<file path="src/rtl/apb3_arb_pkg.sv">
// apb3_arb_pkg: arbiter state type and index-width helper
package apb3_arb_pkg;
    typedef enum logic [1:0] {
        IDLE   = 2'd0,
        SETUP  = 2'd1,
        ACCESS = 2'd2
    } state_t;

    function automatic int idx_width(input int n);
        return (n > 1) ? $clog2(n) : 1;
    endfunction
endpackage

</file>
<file path="src/rtl/apb3_rr_pick.sv">
// apb3_rr_pick: combinational round-robin winner search starting at ptr
module apb3_rr_pick
    import apb3_arb_pkg::*;
#(
    parameter int N  = 2,
    parameter int IW = idx_width(N)
) (
    input  logic [N-1:0]  req,
    input  logic [IW-1:0] ptr,
    output logic [N-1:0]  gnt,
    output logic [IW-1:0] idx,
    output logic          valid
);
    logic [N-1:0]  rot;
    logic [IW-1:0] off;
    logic [IW:0]   sum;

    // Rotate so bit 0 is the ptr requester; the lowest set bit is then the winner.
    always_comb begin
        rot = N'({req, req} >> ptr);
        off = '0;
        for (int i = N - 1; i >= 0; i--)
            if (rot[i]) off = IW'(i);
        sum = {1'b0, ptr} + {1'b0, off};
        idx = IW'((sum >= (IW + 1)'(N)) ? sum - (IW + 1)'(N) : sum);
        valid = |req;
        gnt = valid ? N'(1) << idx : '0;
    end
endmodule

</file>
<file path="src/rtl/apb3_rr_arbiter.sv">
// apb3_rr_arbiter: round-robin arbiter muxing NUM_REQ APB3 requesters onto one completer
module apb3_rr_arbiter
    import apb3_arb_pkg::*;
#(
    parameter int NUM_REQ    = 2,
    parameter int ADDR_WIDTH = 32,
    parameter int DATA_WIDTH = 32,
    parameter int TIMEOUT    = 0
) (
    input  logic                                pclk,
    input  logic                                rst,
    input  logic [NUM_REQ-1:0][ADDR_WIDTH-1:0]  req_paddr,
    input  logic [NUM_REQ-1:0]                  req_psel,
    input  logic [NUM_REQ-1:0]                  req_penable,
    input  logic [NUM_REQ-1:0]                  req_pwrite,
    input  logic [NUM_REQ-1:0][DATA_WIDTH-1:0]  req_pwdata,
    output logic [NUM_REQ-1:0][DATA_WIDTH-1:0]  req_prdata,
    output logic [NUM_REQ-1:0]                  req_pready,
    output logic [NUM_REQ-1:0]                  req_pslverr,
    output logic [ADDR_WIDTH-1:0]               cmp_paddr,
    output logic                                cmp_pwrite,
    output logic [DATA_WIDTH-1:0]               cmp_pwdata,
    output logic                                cmp_psel,
    output logic                                cmp_penable,
    input  logic [DATA_WIDTH-1:0]               cmp_prdata,
    input  logic                                cmp_pready,
    input  logic                                cmp_pslverr,
    output logic [NUM_REQ-1:0]                  grant,
    output logic                                busy
);
    localparam int IW = idx_width(NUM_REQ);
    localparam int CW = idx_width(TIMEOUT + 1);

    state_t             state;
    logic [IW-1:0]      ptr;
    logic [IW-1:0]      gidx;
    logic [IW-1:0]      pick_idx;
    logic [CW-1:0]      cnt;
    logic [NUM_REQ-1:0] pick_gnt;
    logic [NUM_REQ-1:0] hit;
    logic               pick_valid;
    logic               timed_out;
    logic               done;

    apb3_rr_pick #(.N(NUM_REQ), .IW(IW)) u_pick (
        .req   (req_psel),
        .ptr   (ptr),
        .gnt   (pick_gnt),
        .idx   (pick_idx),
        .valid (pick_valid)
    );

    assign cmp_psel    = state != IDLE;
    assign cmp_penable = state == ACCESS;
    assign busy        = cmp_psel;
    assign timed_out   = (TIMEOUT > 0) && cmp_penable && !cmp_pready && (int'(cnt) == TIMEOUT - 1);
    assign done        = cmp_penable && (cmp_pready || timed_out);

    // A requester that has left its access phase gets no response; the transfer still completes.
    assign hit         = {NUM_REQ{done}} & grant & req_psel & req_penable;
    assign req_pready  = hit;
    assign req_pslverr = hit & {NUM_REQ{!cmp_pready || cmp_pslverr}};

    always_comb begin
        for (int i = 0; i < NUM_REQ; i++)
            req_prdata[i] = (hit[i] && cmp_pready) ? cmp_prdata : '0;
    end

    always_ff @(posedge pclk) begin
        if (rst) begin
            state      <= IDLE;
            ptr        <= '0;
            gidx       <= '0;
            cnt        <= '0;
            grant      <= '0;
            cmp_paddr  <= '0;
            cmp_pwrite <= 1'b0;
            cmp_pwdata <= '0;
        end else begin
            case (state)
                IDLE: if (pick_valid) begin
                    state      <= SETUP;
                    grant      <= pick_gnt;
                    gidx       <= pick_idx;
                    cmp_paddr  <= req_paddr[pick_idx];
                    cmp_pwrite <= req_pwrite[pick_idx];
                    cmp_pwdata <= req_pwdata[pick_idx];
                end
                SETUP: begin
                    state <= ACCESS;
                    cnt   <= '0;
                end
                ACCESS: if (done) begin
                    state <= IDLE;
                    grant <= '0;
                    cnt   <= '0;
                    ptr   <= (gidx == IW'(NUM_REQ - 1)) ? '0 : gidx + 1'b1;
                end else if (TIMEOUT > 0) begin
                    cnt <= cnt + 1'b1;
                end
                default: state <= IDLE;
            endcase
        end
    end
endmodule
</file>
<file path="config.mk">
export PLATFORM = sky130hd
export DESIGN_NAME = apb3_rr_arbiter
export DESIGN_NICKNAME = d
export VERILOG_FILES = /design/src/rtl/apb3_arb_pkg.sv /design/src/rtl/apb3_rr_pick.sv /design/src/rtl/apb3_rr_arbiter.sv
export SDC_FILE = /design/constraint.sdc
export NUM_CORES = 1
export LEC_CHECK = 0
export CORE_AREA = 3 3 120 122
export CTS_BUF_LIST = sky130_fd_sc_hd__clkbuf_4
export DETAILED_ROUTE_END_ITERATION = 12
export DIE_AREA = 0 0 123 125
export PLACE_DENSITY = 0.79
export SLEW_MARGIN = 30
export SYNTH_ARGS = -nofsm -noshare
export SYNTH_HDL_FRONTEND = slang
export SYNTH_SLANG_ARGS = --single-unit
</file>
<file path="constraint.sdc">
create_clock -name pclk -period 3.5 [get_ports pclk]
set_clock_uncertainty 0.1 [all_clocks]
set_input_delay 0.875 -clock pclk [delete_from_list [all_inputs] [get_ports pclk]]
set_output_delay 0.875 -clock pclk [all_outputs]
set_load 0.05 [all_outputs]
</file>
==> results of run 1 <==
==> worst max-delay path by stage <==
| stage | startpoint | slack [ns] | cells past startpoint | endpoint |
|---|---|---|---|---|
| 2_1_floorplan | req_psel[1] | 0.28 | 5 | req_prdata[54] |
| 3_3_place_gp | cmp_pready | 0.24 | 6 | req_prdata[34] |
| 3_5_place_dp | cmp_pready | 0.19 | 6 | req_prdata[23] |
| 4_1_cts | cmp_pready | 0.19 | 6 | req_prdata[57] |
| 5_1_grt | cmp_pready | 0.12 | 6 | req_prdata[9] |
| 6_report | cmp_pready | 0.17 | 6 | req_prdata[9] |
==> worst max-delay path, delay by kind of cell <==
kind	cells	cell delay, ns
AND/OR/NAND/NOR	3	0.62
buffers and inverters	3	0.84
==> area by class of cell <==
type	count	area, um^2
Tap cell	176	220
Multi-Input combinational cell	351	2130
Clock inverter	7	87.6
Sequential cell	71	1420
Inverter	1	3.75
Timing Repair Buffer	324	3960
Fill cell	1125	5410
Clock buffer	9	67.6
==> kinds of logic (layout without fill, tap and decap cells) <==
family	Yosys count	in the layout	synth area share (%)
AO/OA/AOI/OAI	136	136	19.8
buffers and inverters	74	341	8.79
flip-flops	71	71	36.6
multiplexers	1	1	0.258
AND/OR/NAND/NOR	214	214	34.6
==> metrics by stage <==
step	instances	area (um^2)	utilization, %	setup slack [ns]
2_1_floorplan	496	3890	-	0.276
3_3_place_gp	923	7730	58.2	0.241
3_5_place_dp	923	7730	58.2	0.195
4_1_cts	939	7890	59.3	0.186
5_1_grt	939	7890	59.3	0.122
6_report	939	7890	59.3	0.169
==> power groups by stage <==
| stage | logic, mW | registers, mW | clock network [mW] |
|---|---|---|---|
| after detailed placement | 0.957 | 0.939 | 0 |
| after global routing | 1.01 | 0.931 | 0.652 |
| after CTS | 0.961 | 0.921 | 0.614 |
| after floorplan | 0.292 | 1.18 | 0 |
| after global placement | 0.952 | 0.936 | 0 |
| final | 0.956 | 0.921 | 0.598 |
==> synth_stat cells, drive strengths merged <==
master and instances:
nor3b 1, mux2i 1, clkbuf 24, a31oi 65
nand4 131, o21ai 65, nor2b 1, nor2 5
o21bai 1, or2 1, nand3b 1, dfxtp 71
nand2b 1, nor3 1, and2 66, buf 49
o211ai 2, nand3 3, a21oi 3, inv 1
and3b 1, nand2 2
==> state kept, by name, summed over array words and instances, names as in the netlist <==
register / count
cmp_pwrite: 1
gidx: 1
cmp_paddr: 32
ptr: 1
cmp_pwdata: 32
state: 2
grant: 2
==> per-layer routing <==
layer	vias up	global-route usage, %
met1	2383	27.3
met3	59	5.78
li1	2439	-
met5	-	0
met2	314	39.0
met4	0	11.8
==> results.toml, run 1 <==
[critical_path]
path_class = "in2out"
cpMostUsedCell = "buf_12"
cp.required_ns = 2.52
startpoint_type = "input port"
crit_slowest_cell = "clkdlybuf4s50_1"
arrival_ns = 2.36
reg2reg_depth = 4
max_stage_delay_ns = 0.50
regToRegSetupSlack_ns = 1.38
endpoint_kind = "output port"
worstPathMaxFanout = 34
cp_cell_sequence = "clkdlybuf4s50_1 -> nand3b_1 -> nor2_2 -> buf_12 -> and2_1 -> buf_12"
r2r-end = "cmp_paddr[3]"
r2r_start = "state[0]"

[sta]
hold_viol_final = 0
relSlewSlack_pct = 41.3
period_needed_ns = 3.33
hold_slack_ns = 0.403
final_max_slew_viol_count = 0
setup_tns_ns = 0
rsz0062_at_grt = "false"
setup_viol_count_final = 0
max_freq_mhz = 300
worst-slew-pin-transition_ns = 0.879
fin_crit_sh_pct = 95.2

[finish]
nets = 928
mostFrequentLayoutCells = "234 x clkdlybuf4s50_1, 131 x nand4_1, 76 x buf_12"
area_growth_pct = 103
final_common_cell = "clkdlybuf4s50_1"
drive_above_1_share_pct = 14.7
n_antenna_cell = 0

[floorplanning]
initial_core_util_pct = 29.2
die_w_um = 123
core_area_um2 = 13300
die_h_um = 125
ios = 308
dieArea_um2 = 15400
core.rowCount = 42

[pwr]
p_switching_mw = 0.920
p_leak_nw = 2.75
p_per_area_nw_per_um2 = 314
p_comb_share_pct = 38.6
p_int_mw = 1.56
peakVddDrop_uv = 171
p_seq_share_pct = 37.2
finalPower_mw = 2.48
clkPwrFrac_pct = 24.2
p_sw_share_pct = 37.2

[flow_run]
maxCapViolCount = 0

[route]
highest_layer = "met4"
drtIter0Drc = 415
drc = 0
wl_met1_um = 6960
routed_wl_um = 18800
met2_length_um = 9200
via_per_inst = 5.53
wl_met3_um = 1720
via_count = 5195
wl_per_cell_um = 20.0
final_antenna_net_count = 0
drt_pass1_iterations = 5

[clocking]
insertion_delay_ns = 0.42
postCtsHoldBufs = 0
numCtsBuffers = 9
cts_htree_levels = 3
cts_buffer_depth = 2
clkTransAtPathRegs_ns = 0.11
tritoncts = "done"
cts_resized = 0
cts.sinks = 71
cts_setup_buffers = 0
root_buffer = "clkbuf_4"

[grt]
grt_use_total_pct = 23.2
grt_max_degree = 70
grt_pass1_wl_um = 28300
gr-total-overflow = 0
first_global_vias = 5091
antenna_found_initial = 0

[yosys]
yosysTopAreaCellShare_pct = 36.6
avgSynthCellArea_um2 = 7.84
ys_ff_latch = 71
yosys.area.top_type = "dfxtp_1"
ys_types = 26
syn_inst = 496
synth_seq_area_share_pct = 36.6
syn_area_um2 = 3890
ys_warn_count = 0
yosys-top-cells-area = "dfxtp_1 37%, nand4_1 21%, and2_1 11%, a31oi_1 10%, o21ai_1 8.4%"
synth_nets = 666

[placed_design]
portBuffers = 307
dpl.hpwl_um = 13800
place_congestion = 0.842

[hold_path]
hold_class = "reg2reg"
hold_depth = 2
hold_path_end = "ptr"
hold_start = "ptr"

[outcome]
status = "finished, final reports clean"
No activity file was read; power rests on OpenSTA's default activity.
==> inputs of run 2 (changes only) <==
ABC_AREA = 1   (was default)
CORE_AREA = 3 3 119 121   (was 3 3 120 122)
DIE_AREA = 0 0 122 124   (was 0 0 123 125)
PLACE_DENSITY = 0.83   (was 0.79)
==> run 2 against run 1 <==
  * Final area grew 1.8%
  * Synthesized cell count grew 38%
  * First-iteration DRC count shrank 19%
  * Highest routed layer unchanged
  * Largest power group unchanged
==> results.toml, run 2 <==
[outcome]
status = "finished, final reports clean"

[sta]
setup_viol_count_final = 0
final_max_slew_viol_count = 0
fin_crit_sh_pct = 93.3
setup_tns_ns = 0
setup_ws_ns = 0.235
max_freq_mhz = 306
hold_viol_final = 0
relSlewSlack_pct = 48.1
worst-slew-pin-transition_ns = 0.779
rsz0062_at_grt = "false"
period_needed_ns = 3.27

[route]
via_count = 5521
wl_per_cell_um = 15.6
drtIter0Drc = 336
drt_pass1_iterations = 6
routed_wl_um = 17800
drc = 0
via_per_inst = 4.85
final_antenna_net_count = 0

[clocking]
cts_htree_levels = 3
postCtsHoldBufs = 0
clkTransAtPathRegs_ns = 0.10
insertion_delay_ns = 0.41
cts_resized = 0
root_buffer = "clkbuf_4"
tritoncts = "done"
numCtsBuffers = 9
cts.sinks = 71
cts_buffer_depth = 2
cts_setup_buffers = 0

[floorplanning]
die_w_um = 122
ios = 308
core.rowCount = 42
initial_core_util_pct = 31.6
die_h_um = 124
dieArea_um2 = 15100
core_area_um2 = 13200

[grt]
grt_use_total_pct = 22.1
grt_pass1_wl_um = 26500
antenna_found_initial = 1
first_global_vias = 5156
gr-total-overflow = 0
grt_max_degree = 103

[finish]
mostFrequentLayoutCells = "238 x clkdlybuf4s50_1, 165 x nor2_1, 133 x nand2_1"
final_common_cell = "clkdlybuf4s50_1"
ff_latch_area_um2 = 1420
nFillCells = 1106
drive_above_1_share_pct = 10.7
area_growth_pct = 92.9
top_regs = "cmp_paddr x32, cmp_pwdata x32"
nets = 1127
multiInputGateArea_um2 = 2010
finalInstanceArea_um2 = 8040

[yosys]
yosys.area.top_type = "dfxtp_1"
yosys-top-cells-area = "dfxtp_1 34%, nor2_1 15%, nand4_1 15%, nand2_1 12%, inv_1 9.5%"
yosysTopAreaCellShare_pct = 34.1
yosys.cell_count.top_type = "nor2_1"
syn_area_um2 = 4170
async_reset_ff_share_pct = 0
syn_inst = 685
synth_edf_count = 0
ys_types = 19
synth_seq_area_share_pct = 34.1
yosys-top-cells-count = "165 x nor2_1, 135 x nand2_1, 105 x inv_1"
avgSynthCellArea_um2 = 6.08
synth_nets = 855
ys_warn_count = 0
synth_ff_type = "dfxtp_1"
ys_ff_latch = 71

[pwr]
p_switching_mw = 0.977
p_seq_share_pct = 38.2
p_int_mw = 1.45
clkPwrFrac_pct = 17.9
p_per_area_nw_per_um2 = 302
peakVddDrop_uv = 168
p_leak_nw = 3.80
p_comb_share_pct = 43.8
finalPower_mw = 2.43
p_sw_share_pct = 40.2

[critical_path]
endpoint_kind = "output port"
regToRegSetupSlack_ns = 1.42
max_stage_delay_ns = 0.50
r2r_start = "state[1]"
cp_cell_sequence = "clkdlybuf4s50_1 -> nand2_2 -> or2_1 -> buf_12 -> nor2_1 -> buf_12"
reg2reg_depth = 8
path_class = "in2out"
crit_slowest_cell = "clkdlybuf4s50_1"
worstPathMaxFanout = 34
startpoint_type = "input port"
r2r-end = "cmp_paddr[18]"
arrival_ns = 2.29
cpMostUsedCell = "buf_12"
cp.required_ns = 2.52
startpoint = "cmp_pready"

[placed_design]
place_ws_ns = 0.229
dpl.hpwl_um = 13000
portBuffers = 307
post_dp_cell_area_um2 = 7930
place_congestion = 0.859

[hold_path]
hold_path_end = "gidx"
hold_depth = 2
hold_class = "reg2reg"
hold_start = "gidx"

[flow_run]
maxCapViolCount = 0
-- run 2: cell types whose count changed after synthesis, moves of 65 or more --
cell	delta
a31oi_1	-65
and2_1	-66
inv_1	+105
nand2_1	+133
nor2_1	+163
o21ai_1	-65
-- run 2: worst max-delay path by stage --
stage / slack [ns] / cells after the start / to
after CTS: 0.22 / 6 / req_prdata[43]
final: 0.23 / 6 / req_pslverr[1]
after global routing: 0.14 / 6 / req_prdata[55]
after detailed placement: 0.23 / 6 / req_prdata[43]
after floorplan: 0.29 / 6 / req_prdata[54]
after global placement: 0.24 / 6 / req_prdata[47]
-- run 2: metrics by stage --
step / std cells / util (%) / hold slack (ns)
after floorplan: 685 / - / 0.340
after global placement: 1122 / 60.1 / 0.351
after detailed placement: 1122 / 60.1 / 0.366
after CTS: 1137 / 60.9 / 0.382
after global routing: 1138 / 60.9 / 0.398
final: 1139 / 60.9 / 0.377
-- run 2: logic make-up (layout without fill, tap and decap cells) --
| group | count (synthesis) | in the layout | synth area share (%) |
|---|---|---|---|
| AOI/OAI and AO/OA | 5 | 5 | 0.601 |
| buffers and inverters | 166 | 442 | 17.9 |
| DFF | 71 | 71 | 34.1 |
| other | 0 | 2 | 0 |
| and+or+nand+nor | 443 | 443 | 47.4 |
-- run 2: final cells by class --
cell class              count  share of cell area, %
repair buffers            320                   48.2
multi-input cells         448                   25.0
flip-flops and latches     71                   17.7
inverters                 107                   5.00
well taps                 176                   2.74
clock buffers              10                  0.934
clock inverters             5                  0.327
diodes                      2                 0.0623
-- run 2: power groups by stage --
| stage | logic [mW] | clock network [mW] | registers (mW) |
|---|---|---|---|
| 6_report | 1.06 | 0.435 | 0.928 |
| 2_1_floorplan | 0.372 | 0 | 1.20 |
| 4_1_cts | 1.07 | 0.459 | 0.928 |
| 3_5_place_dp | 1.06 | 0 | 0.946 |
| 3_3_place_gp | 1.05 | 0 | 0.943 |
| 5_1_grt | 1.14 | 0.499 | 0.938 |
-- run 2: critical path, delay by kind of cell --
kind          cells  cell delay [ns]
buf+inv           3             0.85
simple gates      3             0.55
-- run 2: metal layers --
layer  GRT usage [%]  routed length [um]  up-vias
li1                -                   -     2686
met1            23.6                6480     2526
met2            39.4                8900      265
met3            6.49                1640       44
met4            11.8                 758        0
met5               0                   0        -
